File: src/rtl/pwm_dac_out.sv
// Single-bit PWM output stage for an 8-bit midscale-centred sample stream.
// Gain around midscale ramps one step per 256-clock period so start/stop stays click-free.
module pwm_dac_out #(
  parameter int MAX_GAIN = 16
) (
  input  logic       clk,
  input  logic       reset,
  input  logic       enable,
  input  logic [4:0] gain_target,
  input  logic [7:0] wave_in,
  output logic       pwm_out,
  output logic       period_tick,
  output logic [7:0] duty,
  output logic [4:0] gain_cur,
  output logic       active
);

  typedef enum logic [1:0] {OFF, FADE_IN, RUN, FADE_OUT} state_t;

  state_t             state, state_next;
  logic [7:0]         cnt;
  logic [4:0]         g, g_next, target;
  logic               boundary;
  logic signed [8:0]  s;
  logic signed [13:0] p, q, sum;
  logic [7:0]         duty_next;

  assign boundary = (cnt == 8'hff);
  assign target   = (gain_target > 5'(MAX_GAIN)) ? 5'(MAX_GAIN) : gain_target;

  // Next state and gain; only committed on the last clock of a period.
  always_comb begin
    state_next = state;
    g_next     = g;
    case (state)
      OFF: begin
        if (enable) state_next = FADE_IN;
      end
      FADE_IN, RUN: begin
        if (!enable) begin
          state_next = FADE_OUT;
        end else begin
          if (g < target)      g_next = g + 5'd1;
          else if (g > target) g_next = g - 5'd1;
          if (state == FADE_IN && g_next == target) state_next = RUN;
        end
      end
      FADE_OUT: begin
        if (enable) begin
          state_next = FADE_IN;
        end else begin
          if (g != 5'd0) g_next = g - 5'd1;
          if (g_next == 5'd0) state_next = OFF;
        end
      end
      default: state_next = OFF;
    endcase
  end

  // Scale the signed sample by g/16; the floor shift keeps the result inside 0..255.
  always_comb begin
    s         = $signed({1'b0, wave_in}) - 9'sd128;
    p         = $signed({{5{s[8]}}, s}) * $signed({9'd0, g_next});
    q         = p >>> 4;
    sum       = q + 14'sd128;
    duty_next = sum[7:0];
  end

  always_ff @(posedge clk) begin
    if (reset) begin
      state       <= OFF;
      g           <= 5'd0;
      cnt         <= 8'd0;
      duty        <= 8'd0;
      pwm_out     <= 1'b0;
      period_tick <= 1'b1;  // cnt restarts at 0, so the tick is already due
    end else begin
      cnt         <= cnt + 8'd1;
      period_tick <= boundary;
      pwm_out     <= (state != OFF) && (cnt < duty);
      if (boundary) begin
        state <= state_next;
        g     <= g_next;
        duty  <= duty_next;
      end
    end
  end

  assign active   = (state != OFF);
  assign gain_cur = g;

endmodule

File: config.mk
export PLATFORM = sky130hd
export DESIGN_NAME = pwm_dac_out
export DESIGN_NICKNAME = d
export VERILOG_FILES = /design/src/rtl/pwm_dac_out.sv
export SDC_FILE = /design/constraint.sdc
export NUM_CORES = 1
export LEC_CHECK = 0
export CORE_MARGIN = 3
export CORE_UTILIZATION = 45
export CTS_BUF_LIST = sky130_fd_sc_hd__clkbuf_8 sky130_fd_sc_hd__clkbuf_16
export CTS_CLUSTER_DIAMETER = 200
export DETAILED_ROUTE_END_ITERATION = 7
export GPL_ROUTABILITY_DRIVEN = 0
export PLACE_DENSITY = 0.66
export RECOVER_POWER = 25
export SLEW_MARGIN = 20
export SYNTH_ARGS = -nofsm -noshare
export SYNTH_HDL_FRONTEND = slang
export SYNTH_SLANG_ARGS = --single-unit
File: constraint.sdc
create_clock -name clk -period 13.6 [get_ports clk]
set_input_delay 2.72 -clock clk [delete_from_list [all_inputs] [get_ports clk]]
set_output_delay 2.72 -clock clk [all_outputs]
set_load 0.02 [all_outputs]
==> impl_metrics.env <==
export IMPL_register_area_um2=500
export IMPL_ctsHtreeMaxLevel=1
export IMPL_worst_relative_slew_slack=0.176
export IMPL_cellLeakagePower_nw=1.55
export IMPL_grt_start_max_net_pins=29
export IMPL_number_of_cts_inserted_buffers=3
export IMPL_layout_worst_path_cycle_share=0.678
export IMPL_clk_transition_reported_paths_ns=0.09
export IMPL_clk_insertion_delay_late_ns=0.27
export IMPL_floorplan_io_pins=32
export IMPL_initial_core_util=0.478
export IMPL_worst_slack_setup_final_ns=4.38
export IMPL_worst_ep_required_time_ns=13.75
export IMPL_wire_per_inst_um=14.7
export IMPL_rsz_0062_raised_after_global_routing="false"
export IMPL_finalSetupTns_ns=0
export IMPL_worst_setup_path_type="input pin to flip-flop"
export IMPL_pwr_density_cell_nw_per_um2=37.7
export IMPL_ctsResizeCount=0
export IMPL_placed_area_um2=3740
export IMPL_globalRouteOverflowTotal=0
export IMPL_hold_violations=0
export IMPL_use_met1=0.270
export IMPL_vdd_ir_drop_max_mv=0.0346
export IMPL_cts_buffer_depth=2
export IMPL_share_of_the_synthesized_area_in_the_top_cell_type=0.149
export IMPL_cell_taking_the_most_area_after_synthesis="dfxtp_1"
export IMPL_postSynthRegisterBits=25
export IMPL_wire_length_of_the_first_global_routing_pass_um=13800
export IMPL_clock_sinks=25
export IMPL_synth_most_common_cell="inv_1"
export IMPL_tritoncts="built"
export IMPL_die_w_um=92.4
export IMPL_fillerInstances=698
export IMPL_number_of_enable_type_register_cells_in_the_synthesized_netlist=0
export IMPL_die_area_um2=8530
export IMPL_final_worst_path_period_need_ns=9.22
export IMPL_detail_route_antenna_nets=0
export IMPL_timing_hold_worst_class="flip-flop to flip-flop"
export IMPL_finalInstanceArea_um2=3780
export IMPL_post_route_cells_drive_above_1_share=0.0427
export IMPL_netlist_top_cells_area="dfxtp_1 (15%), ha_1 (13%), fa_1 (13%), inv_1 (5.8%), nand2_1 (3.9%)"
export IMPL_first_pass_detailed_route_iteration_total=4
export IMPL_grt_antenna_before_repair=0
export IMPL_finalPower_uw=143
export IMPL_synthToLayoutAreaGrowth_pct=12.6
export IMPL_n_antenna_cell=0
export IMPL_clock_fmax_mhz=108
export IMPL_mappedNetlistNets=496
export IMPL_endpoint_kind="flip-flop"
export IMPL_postRouteWirelength_um=7970
export IMPL_grt_busiest_layer="met2"
export IMPL_placement_rows=30
export IMPL_final_util=0.539
export IMPL_clk_root_buffer_cell="clkbuf_8"
export IMPL_timing_final_setup_violations=0
export IMPL_grtUsageTotal=0.194
export IMPL_gr_usage_met3=0.0211
export IMPL_drc=0
export IMPL_postcts_setup_bufs=0
export IMPL_fin_worst_skew_ns=0.00481
export IMPL_slew_violations=0
export IMPL_via_density_per_instance=5.58
export IMPL_worst_margin_slew_ns=1.24
export IMPL_num_vias=3019
export IMPL_dr_first_iter_drc_count=111
export IMPL_synth_warning_count=0
export IMPL_post_cts_hold_buffer_count=0
export IMPL_async_flop_share=0
export IMPL_layout_nets=520
export IMPL_multi_input_comb_area_um2=2610
export IMPL_syn_inst=422
export IMPL_dpl_worst_slack_ns=4.19
export IMPL_cp_start_kind="input pin"
export IMPL_die_h_um=92.4
export IMPL_synth_main_ff_cell="dfxtp_1"
export IMPL_status="finished clean"
export IMPL_buffer_ports_inserted=31
export IMPL_synth_seq_area_share=0.149
export IMPL_critical_path_peak_fanout=13
export IMPL_synth_cell_area_um2=3360
export IMPL_synthDistinctLibCells=65
export IMPL_via_count_of_the_first_global_routing_pass=2900
export IMPL_core_area_um2=7020
export IMPL_synth_avg_cell_area_um2=7.96
export IMPL_met2_usage=0.331
export IMPL_post_dp_hpwl_um=6410
export IMPL_arrival_ns=9.37
export IMPL_ys_top_cells_by_count="inv_1 (52), ha_1 (36), nand2_1 (35)"
export IMPL_cap_violations=0
cells by family after synthesis:
kind of cell	after synthesis	synth area share
flops	25	0.149
xor+xnor	17	0.0443
buf+inv	65	0.0753
fa+ha+maj	58	0.265
simple gates	157	0.245
compound gates	97	0.212
mux	3	0.00931
per-stage QoR:
| step | std cells | hold WS (ns) |
|---|---|---|
| floorplan | 422 | 0.425 |
| global placement | 537 | 0.442 |
| detailed placement | 537 | 0.451 |
| CTS | 541 | 0.467 |
| global route | 541 | 0.506 |
| finish | 541 | 0.467 |
sequential cells by signal, summed over array words and instances, names as in the netlist:
register     count
cnt              8
duty             8
state            2
pwm_out          1
gain_cur         5
period_tick      1
critical path, stage by stage:
cell	delay (ns)
clkdlybuf4s50_1	0.47
inv_1	0.15
nand2_1	0.11
ha_1	0.32
and4_1	0.26
nand2b_1	0.29
a221o_1	0.40
nand3_1	0.12
a21oi_1	0.10
o21ai_1	0.58
and2_1	0.25
fa_1	0.40
inv_1	0.10
fa_1	0.45
fa_1	0.54
inv_1	0.04
ha_1	0.34
a21o_1	0.17
a21oi_1	0.22
nor2b_1	0.07
o21a_1	0.18
o41ai_1	0.30
xnor2_1	0.22
o32ai_1	0.13
or3b_1	0.40
cells in the final DEF (no fill, tap or decap), drive strengths merged, types with 3 or more instances in the layout:
master         netlist  routed
o41ai                3       3
nand3               11      11
or2                  3       3
o211ai               6       6
a211oi               8       8
dfxtp               25      25
nor2                33      33
clkbuf               9       4
a21oi               23      23
nor2b               17      17
nand2               35      35
or3                  4       4
fa                  22      22
o21a                 5       5
nand4                5       5
nor3                13      13
nand2b               5       5
clkdlybuf4s50        0      30
ha                  36      36
o21ai               16      16
o2111ai              3       3
and2                19      19
inv                 52      52
xor2                 5       5
a21o                 8       8
xnor2               12      12
worst paths after layout:
path | startpoint | endpoint | slack, ns | cells past startpoint
min | cnt[0] | cnt[0] | 0.47 | 1
max reg2reg | gain_cur[0] | duty[7] | 6.93 | 22
min reg2reg | cnt[0] | cnt[0] | 0.47 | 1
max | gain_target[4] | duty[7] | 4.38 | 25
routing by layer:
layer	vias to the layer above	wire length, µm
met1	1432	3710
met5	-	0
met2	67	3810
li1	1516	-
met3	4	389
met4	0	48
power by group:
group | internal, mW | switching (mW)
combinational | 0.0115 | 0.0126
sequential | 0.0740 | 0.000887
clock | 0.0205 | 0.0232
total | 0.106 | 0.0367
cell type report:
| type | instances | share of cell area |
|---|---|---|
| Multi-Input combinational cell | 332 | 0.689 |
| Inverter | 52 | 0.0516 |
| Clock buffer | 3 | 0.0109 |
| Tap cell | 96 | 0.0318 |
| Sequential cell | 25 | 0.132 |
| Clock inverter | 1 | 0.00132 |
| Timing Repair Buffer | 32 | 0.0831 |
No activity file was read; power rests on OpenSTA's default activity.
